$ cat src/rtl/muldiv_unit_if.sv
// Handshake bundle between the EX stage and the iterative RV32M multiply/divide unit.
// The EX stage drives the op and operands; the unit answers with busy/done/result.
interface muldiv_unit_if #(
    parameter int XLEN = 32
);
    logic            start;
    logic            kill;
    logic [2:0]      funct3;
    logic [XLEN-1:0] op_a;
    logic [XLEN-1:0] op_b;
    logic            busy;
    logic            done;
    logic [XLEN-1:0] result;

    modport master (
        output start, kill, funct3, op_a, op_b,
        input  busy, done, result
    );

    modport slave (
        input  start, kill, funct3, op_a, op_b,
        output busy, done, result
    );
endinterface

$ cat src/rtl/muldiv_unit.sv
// Iterative RV32M unit: two-cycle multiply, 32-iteration restoring divide,
// with divide-by-zero and signed overflow resolved in a single cycle.
module muldiv_unit #(
    parameter int XLEN = 32
) (
    input  logic          clk,
    input  logic          rst,
    muldiv_unit_if.slave  bus
);
    typedef enum logic [1:0] {
        IDLE = 2'd0,
        MUL  = 2'd1,
        DIV  = 2'd2,
        DONE = 2'd3
    } state_t;

    state_t          state;
    state_t          state_next;

    logic [2:0]      f3;
    logic [XLEN-1:0] a_reg;
    logic [XLEN-1:0] b_reg;
    logic [XLEN-1:0] dvd;
    logic [XLEN-1:0] dsr;
    logic [XLEN-1:0] rem;
    logic [XLEN-1:0] quo;
    logic [4:0]      cnt;
    logic [XLEN-1:0] result_q;

    logic            in_signed;
    logic            div_by_zero;
    logic            overflow;
    logic            launch;
    logic [XLEN-1:0] abs_a;
    logic [XLEN-1:0] abs_b;
    logic [XLEN-1:0] short_result;

    logic [63:0]     a64;
    logic [63:0]     b64;
    logic [63:0]     prod;
    logic [XLEN-1:0] mul_result;

    logic [XLEN:0]   rem_shift;
    logic            ge;
    logic [XLEN-1:0] rem_next;
    logic [XLEN-1:0] quo_next;
    logic            neg_q;
    logic            neg_r;
    logic [XLEN-1:0] div_result;

    assign launch      = bus.start & ~bus.kill;
    assign in_signed   = ~bus.funct3[0];
    assign div_by_zero = (bus.op_b == '0);
    assign overflow    = in_signed & (bus.op_a == 32'h8000_0000) & (bus.op_b == 32'hFFFF_FFFF);
    assign abs_a       = (in_signed & bus.op_a[31]) ? (~bus.op_a + 32'd1) : bus.op_a;
    assign abs_b       = (in_signed & bus.op_b[31]) ? (~bus.op_b + 32'd1) : bus.op_b;

    // Remainder of x/0 is the dividend; the quotient is all ones.
    always_comb begin
        short_result = 32'h8000_0000;
        if (div_by_zero)
            short_result = bus.funct3[1] ? bus.op_a : 32'hFFFF_FFFF;
        else if (bus.funct3[1])
            short_result = '0;
    end

    // Low 64 bits of the 66-bit signed product are exact, so a 64-bit multiply suffices.
    assign a64        = {{32{a_reg[31] & (f3 == 3'b001 || f3 == 3'b010)}}, a_reg};
    assign b64        = {{32{b_reg[31] & (f3 == 3'b001)}}, b_reg};
    assign prod       = a64 * b64;
    assign mul_result = (f3 == 3'b000) ? prod[31:0] : prod[63:32];

    // The shifted partial remainder keeps its carry bit so large unsigned divisors work.
    assign rem_shift  = {rem, dvd[31]};
    assign ge         = (rem_shift >= {1'b0, dsr});
    assign rem_next   = ge ? (rem_shift[31:0] - dsr) : rem_shift[31:0];
    assign quo_next   = {quo[30:0], ge};
    assign neg_q      = (f3 == 3'b100) & (a_reg[31] ^ b_reg[31]);
    assign neg_r      = (f3 == 3'b110) & a_reg[31];

    always_comb begin
        div_result = quo_next;
        if (f3[1])
            div_result = neg_r ? (~rem_next + 32'd1) : rem_next;
        else if (neg_q)
            div_result = ~quo_next + 32'd1;
    end

    always_ff @(posedge clk) begin
        if (rst)
            state <= IDLE;
        else
            state <= state_next;
    end

    always_comb begin
        state_next = state;
        unique case (state)
            IDLE: begin
                if (launch) begin
                    if (!bus.funct3[2])
                        state_next = MUL;
                    else if (div_by_zero || overflow)
                        state_next = DONE;
                    else
                        state_next = DIV;
                end
            end
            MUL:  state_next = DONE;
            DIV:  if (cnt == 5'd31) state_next = DONE;
            DONE: state_next = IDLE;
            default: state_next = IDLE;
        endcase
        if (bus.kill)
            state_next = IDLE;
    end

    // A flush freezes the datapath so result keeps the last completed value.
    always_ff @(posedge clk) begin
        if (rst) begin
            f3       <= '0;
            a_reg    <= '0;
            b_reg    <= '0;
            dvd      <= '0;
            dsr      <= '0;
            rem      <= '0;
            quo      <= '0;
            cnt      <= '0;
            result_q <= '0;
        end else if (!bus.kill) begin
            case (state)
                IDLE: begin
                    if (bus.start) begin
                        f3    <= bus.funct3;
                        a_reg <= bus.op_a;
                        b_reg <= bus.op_b;
                        dvd   <= abs_a;
                        dsr   <= abs_b;
                        rem   <= '0;
                        quo   <= '0;
                        cnt   <= '0;
                        if (bus.funct3[2] && (div_by_zero || overflow))
                            result_q <= short_result;
                    end
                end
                MUL: result_q <= mul_result;
                DIV: begin
                    rem <= rem_next;
                    quo <= quo_next;
                    dvd <= {dvd[30:0], 1'b0};
                    cnt <= cnt + 5'd1;
                    if (cnt == 5'd31)
                        result_q <= div_result;
                end
                default: ;
            endcase
        end
    end

    assign bus.busy   = ((state == IDLE) & launch) | (state == MUL) | (state == DIV);
    assign bus.done   = (state == DONE) & ~bus.kill;
    assign bus.result = result_q;
endmodule

$ cat src/flat_wrapper.sv
// flat-port wrapper written by rule: the top's interface ports become plain ports
module muldiv_unit_flat 
#(
    parameter int XLEN = 32
)
  (clk, rst, bus_start, bus_kill, bus_funct3, bus_op_a, bus_op_b, bus_busy, bus_done, bus_result);
  muldiv_unit_if #(.XLEN(XLEN)) bus_i ();
  input  logic clk;
  input  logic rst;
  input wire logic [$bits(bus_i.start)-1:0] bus_start;
  input wire logic [$bits(bus_i.kill)-1:0] bus_kill;
  input wire logic [$bits(bus_i.funct3)-1:0] bus_funct3;
  input wire logic [$bits(bus_i.op_a)-1:0] bus_op_a;
  input wire logic [$bits(bus_i.op_b)-1:0] bus_op_b;
  output wire logic [$bits(bus_i.busy)-1:0] bus_busy;
  output wire logic [$bits(bus_i.done)-1:0] bus_done;
  output wire logic [$bits(bus_i.result)-1:0] bus_result;
  assign bus_i.start = bus_start;
  assign bus_i.kill = bus_kill;
  assign bus_i.funct3 = bus_funct3;
  assign bus_i.op_a = bus_op_a;
  assign bus_i.op_b = bus_op_b;
  assign bus_busy = bus_i.busy;
  assign bus_done = bus_i.done;
  assign bus_result = bus_i.result;
  muldiv_unit #(.XLEN(XLEN)) u_core (.clk(clk), .rst(rst), .bus(bus_i));
endmodule
$ cat config.mk
export PLATFORM = sky130hd
export DESIGN_NAME = muldiv_unit_flat
export DESIGN_NICKNAME = d
export VERILOG_FILES = /design/src/rtl/muldiv_unit_if.sv /design/src/rtl/muldiv_unit.sv /design/src/flat_wrapper.sv
export SDC_FILE = /design/constraint.sdc
export NUM_CORES = 2
export LEC_CHECK = 0
export CAP_MARGIN = 25
export CORE_UTILIZATION = 47
export CTS_BUF_LIST = sky130_fd_sc_hd__clkbuf_2
export DETAILED_ROUTE_END_ITERATION = 8
export PLACE_DENSITY = 0.66
export RECOVER_POWER = 25
export SLEW_MARGIN = 20
export SYNTH_ARGS = -nofsm -noshare
export SYNTH_HDL_FRONTEND = slang
export SYNTH_SLANG_ARGS = --single-unit
$ cat constraint.sdc
create_clock -name clk -period 7.8 [get_ports clk]
set_input_delay 1.56 -clock clk [delete_from_list [all_inputs] [get_ports clk]]
set_output_delay 1.56 -clock clk [all_outputs]
set_load 0.02 [all_outputs]
---- Word level (Yosys, flattened, before mapping) ----
Index checks and enable logic that the tools add are counted.
word-level totals
  register bits after elaboration ......... 233
  input bits .............................. 71
  output and inout bits ................... 34
  word-level logic and storage cells ...... 91
operators by class
  $add $sub $neg .......................... 6
  $mul .................................... 1
  order comparisons ....................... 1
  equal/unequal tests ..................... 14
  multiplexer cells ....................... 26
  bitwise gates (word level) .............. 20
  reduce and logical (&&, ||, !) cells .... 13
operator list
  cell                                                   count
  two-way mux 32 bit                                     15
  adder 32 x 1 -> 32 bit, second input constant          4
  NOT 32 bit                                             4
  case mux 32 bit (2 select lines)                       2
  case mux 32 bit (3 select lines)                       1
  equality test 32 bit, second input constant            2
  multiplier 33 x 33 -> 64 bit                           1
  case mux 31 bit (2 select lines)                       1
  >= comparator 33 x 32 -> 1 bit                         1
  zero test 32 bit                                       1
  subtractor 32 bit                                      1
  bitwise AND 1 bit                                      11
  case mux 5 bit (2 select lines)                        1
  case mux 2 bit (4 select lines)                        1
  equality test 3 bit, second input constant             2
  two-way mux 2 bit                                      3
  inequality test 2 x 1 -> 1 bit, second input constant  3
  AND reduction 3 bit                                    2
  adder 5 x 1 -> 5 bit, second input constant            1
  equality test 5 bit, second input constant             1
  two-way mux 5 bit                                      1
  AND reduction 5 bit                                    1
  equality test 2 bit, second input constant             2
  equality test 3 x 1 -> 1 bit, second input constant    1
  other kinds (15)                                       18

---- Logic depth before layout (Yosys ltp) ----
  word-level depth ........................ 8
  gate-level depth with buffers ........... 33
  depth with buffers taken out ............ 30

---- Least setup slack after synthesis ----
OpenSTA, ideal clock, no wires.
  path type ............................... register to register
  start point ............................. register u_core.f3[0]
  end point ............................... register u_core.result_q[29] (netlist: u_core.bus.result[29])
  library setup time ...................... 0.120 ns
  data arrival time ....................... 8.388 ns
  required time ........................... 7.680 ns
  slack ................................... -0.708 ns
  cell stages (with the launch flop) ...... 31
  path buffers ............................ 2
  clock period less this slack ............ 8.508 ns
  path through ............................ dfxtp_1 > clkbuf_1 > xnor2_1 > nor3b_1 > clkbuf_1 > nand2_1 > fa_1 > fa_1 > inv_1 > fa_1 > inv_1 > fa_1 > inv_1 > fa_1 > fa_1 > fa_1 > inv_1 > fa_1 > inv_1 > ha_1 > a21o_1 > a21o_1 > a21o_1 > a21o_1 > a21oi_1 > nor2_1 > nor2_1 > o311a_1 > o221ai_1 > a221o_1 > o31a_1
between the ends
  word-level cells in the longest chain between the ends .. 6
  elaborated cells on any way between the ends .. 17
  those cells by class .................... mul (1); eq/ne (4); mux (6); bitwise (4); reduce/logical (2)
RTL lines
  element                                                                    line                                   RTL
  from (decl)                                                                muldiv_unit.sv:20                      logic [2:0] f3;
  from (signal assigned)                                                     muldiv_unit.sv:134                     f3 <= bus.funct3;
  equality test 3 x 1 -> 1 bit, or another cell as far along                 muldiv_unit.sv:68, muldiv_unit.sv:69
  logical OR 1 bit, or another cell as far along                             muldiv_unit.sv:68                      assign a64 = {{32{a_reg[31] & (f3 == 3'b001 || f3 == 3'b010)}}, a_reg};
  bitwise AND 1 bit, or another cell as far along                            muldiv_unit.sv:68
  multiplier 33 x 33 -> 64 bit / two-way mux 32 bit (equally long branches)  muldiv_unit.sv:70, muldiv_unit.sv:83
  two-way mux 32 bit, on equally long branches                               muldiv_unit.sv:71, muldiv_unit.sv:152
  case mux 32 bit (3 select lines) *                                         muldiv_unit.sv:131                     case (state)
  to (signal assigned)                                                       muldiv_unit.sv:143                     result_q <= short_result;
  to (signal assigned)                                                       muldiv_unit.sv:146                     MUL: result_q <= mul_result;
  to (signal assigned)                                                       muldiv_unit.sv:153                     result_q <= div_result;
  to (decl)                                                                  muldiv_unit.sv:28                      logic [XLEN-1:0] result_q;
Mark *: on every way between the ends. The rest lies on a longest branch, timed or not. The select of a mux whose other input is x is not followed.
A chain may end at the register's enable or synchronous reset.

---- Final worst setup path ----
  start point ............................. register u_core.f3[0]
  end point ............................... register u_core.result_q[30] (netlist: u_core.bus.result[30])
The elaborated chain is that of the path after synthesis.

==> flow_metrics.env <==
export IMPL_rr_worst_depth=30
export IMPL_ios=105
export IMPL_violations="max-capacitance violations, max-slew violations, negative setup slack"
export IMPL_io_buffers=104
export IMPL_cp_end_kind="register"
export IMPL_avgSynthCellArea_um2=8.38
export IMPL_cp_required_ns=8.86
export IMPL_wirelength_um=173000
export IMPL_fin_crit_ns=7.81
export IMPL_slowest_delay_ns=0.57
export IMPL_hold_viol=0
export IMPL_synth_nets=7834
export IMPL_yosysMostFrequentCell="inv_1"
export IMPL_ir_worst_vdd_uv=93.5
export IMPL_cts_inserted_buffers=71
export IMPL_outcome="finished, violations left"
export IMPL_cts_tree="built"
export IMPL_setup_worst_path_class="register to register"
export IMPL_max_freq_mhz=128
export IMPL_antenna_left=0
export IMPL_crit_top_cell="fa_1"
export IMPL_synthDominantCellAreaShare=0.421
export IMPL_setup_violations=3
export IMPL_fillers=10553
export IMPL_whs_path_depth=2
export IMPL_drcViolationCount=0
export IMPL_crit_slowest_cell="fa_1"
export IMPL_busiest_layer="met2"
export IMPL_yosys_top_cells_count="inv_1, fa_1, nand2_1"
export IMPL_dr_total_vias=45081
export IMPL_critPathLaunchType="register"
export IMPL_p_total_uw=4450
export IMPL_cp_max_fo=7
export IMPL_setup_tns_ns=-0.0269
export IMPL_ys_ff_latch=232
export IMPL_fin_ws_ns=-0.0149
export IMPL_clock_latency_ns=1.16
export IMPL_path_clk_slew_ns=0.10
export IMPL_holdCritStartpoint="u_core.dvd[20]"
export IMPL_maxSlewViolCount=240
export IMPL_h_tree_depth=3
export IMPL_die_w_um=339
export IMPL_seqCellArea_mm2=0.00466
export IMPL_grtUsageMet3=0.0466
export IMPL_multi_input_area_mm2=0.0439
export IMPL_synth_edf_count=0
export IMPL_design_area_mm2=0.0610
export IMPL_grt_pass1_vias=46873
export IMPL_fin_crit_sh=1.00
export IMPL_overflow=0
export IMPL_synth_distinct_cells=98
export IMPL_tightest_slew_ns=4.35
export IMPL_start_util=0.475
export IMPL_area_growth_pct=14.0
export IMPL_hpwl_um=141000
export IMPL_synth_area_top_cells="fa_1, dfxtp_1, inv_1"
export IMPL_ys_warn_count=0
export IMPL_synthArstFlopShare=0
export IMPL_grtUsageTotal=0.304
export IMPL_p_leak_uw=0.0275
export IMPL_netlist_area_mm2=0.0535
export IMPL_clock_root_buffer="clkbuf_2"
export IMPL_wl_per_cell_um=21.2
export IMPL_rsz0062_at_grt="yes"
export IMPL_use_met1=0.406
export IMPL_clock_skew_ns=0.173
export IMPL_place_area_mm2=0.0587
export IMPL_power_density_mw_per_mm2=72.9
export IMPL_cts_sinks=232
export IMPL_yosys_most_used_dff="dfxtp_1"
export IMPL_clock_path_buffers=3
export IMPL_hold_end="u_core.dvd[20]"
export IMPL_first_iter_violations=3686
export IMPL_die_h_um=339
export IMPL_firstDrtPassIters=6
export IMPL_via_per_inst=5.54
export IMPL_coreArea_mm2=0.113
export IMPL_nNetsFinal=8043
export IMPL_place_congestion=0.978
export IMPL_die_area_mm2=0.115
export IMPL_drive_gt1_frac=0.123
export IMPL_r2r_start="u_core.f3[0]"
export IMPL_grt_antenna_before_repair=8
export IMPL_maxCapViolCount=4
export IMPL_critPathArrivalTime_ns=8.87
export IMPL_row_count=123
export IMPL_slew_headroom=-1.90
export IMPL_synth_seq_area_share=0.0868
export IMPL_rrSetupSlack_ns=-0.01
export IMPL_grt_pass1_wl_um=270000
export IMPL_hp_class="register to register"
export IMPL_r2r_end="u_core.bus.result[30]"
export IMPL_grt_start_max_net_pins=83
export IMPL_yosysTopAreaCell="fa_1"
export IMPL_synthCells=6380
export IMPL_grtUsageMet2=0.496
[routing by layer]
layer	vias up	part of all wire	routed length, um
li1	20020	-	-
met1	23105	0.41	70600
met2	1629	0.47	81800
met3	327	0.070	12100
met4	0	0.049	8520
met5	-	0	0
[cell usage in the layout, fill, tap and decap left out, drive strengths merged, types with 49 or more instances in the layout]
cell type         n
xor2             80
fa             1126
xnor2           108
a21o             53
ha              257
clkbuf          106
nor2            287
clkdlybuf4s50   102
dfxtp           232
a22oi            56
o21ai           163
nand2          1124
nor3             49
and2            324
buf             418
a21oi           296
a211oi           51
inv            1238
[metrics by stage]
step,cells,hold slack [ns],worst slack [ns],util
after floorplan,6380,0.431,-0.190,-
after global placement,7967,0.434,-0.0931,0.521
after detailed placement,7968,0.439,-0.240,0.521
after CTS,8099,0.457,-0.0697,0.529
after global routing,8140,0.479,-0.276,0.541
final,8142,0.453,-0.0149,0.541
[logic make-up after synthesis]
kind of cell | Yosys count | share of synthesized area
buf+inv | 1628 | 0.115
simple gates | 2046 | 0.173
fa+ha+maj | 1383 | 0.482
xor+xnor | 188 | 0.0308
mux | 30 | 0.00590
compound gates | 873 | 0.107
flops | 232 | 0.0868
[report_power, final]
part           internal [uW]  leakage (uW)  total, uW  switching, uW
sequential              1230       0.00189       1260           36.2
combinational            807        0.0251       2140           1330
clock                    412      0.000491       1040            632
[area by class of cell]
class	count	share of cell area
Sequential cell	232	0.0764
Inverter	1238	0.0764
Timing Repair Buffer	526	0.0859
Antenna cell	5	0.000205
Tap cell	1500	0.0308
Multi-Input combinational cell	4520	0.720
Clock inverter	20	0.00217
Clock buffer	101	0.00829
[repair_timing]
item                       CTS  global route
gates resized for setup     52           244
buffers inserted            10            39
cloned                       1             1
hold buffers                 0             0
setup endpoints to repair   20            32
pin swaps                   43           213
[worst max-delay path, delay by kind of cell (launching register included)]
family	cells	cell delay (ns)
compound gates	6	1.20
simple gates	4	0.49
xor+xnor	2	0.40
fa+ha+maj	9	4.39
flops	1	0.35
buf+inv	9	0.89
[how the worst max path moves through the flow]
stage | startpoint | to | slack, ns
after floorplan | u_core.f3[0] | u_core.bus.result[29] | -0.19
after global placement | u_core.dsr[0] | u_core.bus.result[26] | -0.09
after detailed placement | u_core.dsr[0] | u_core.bus.result[26] | -0.24
after CTS | u_core.f3[1] | u_core.bus.result[10] | -0.07
after global routing | u_core.f3[0] | u_core.bus.result[19] | -0.28
final | u_core.f3[0] | u_core.bus.result[30] | -0.01
Note: power is estimated with default switching activity, not from simulation.
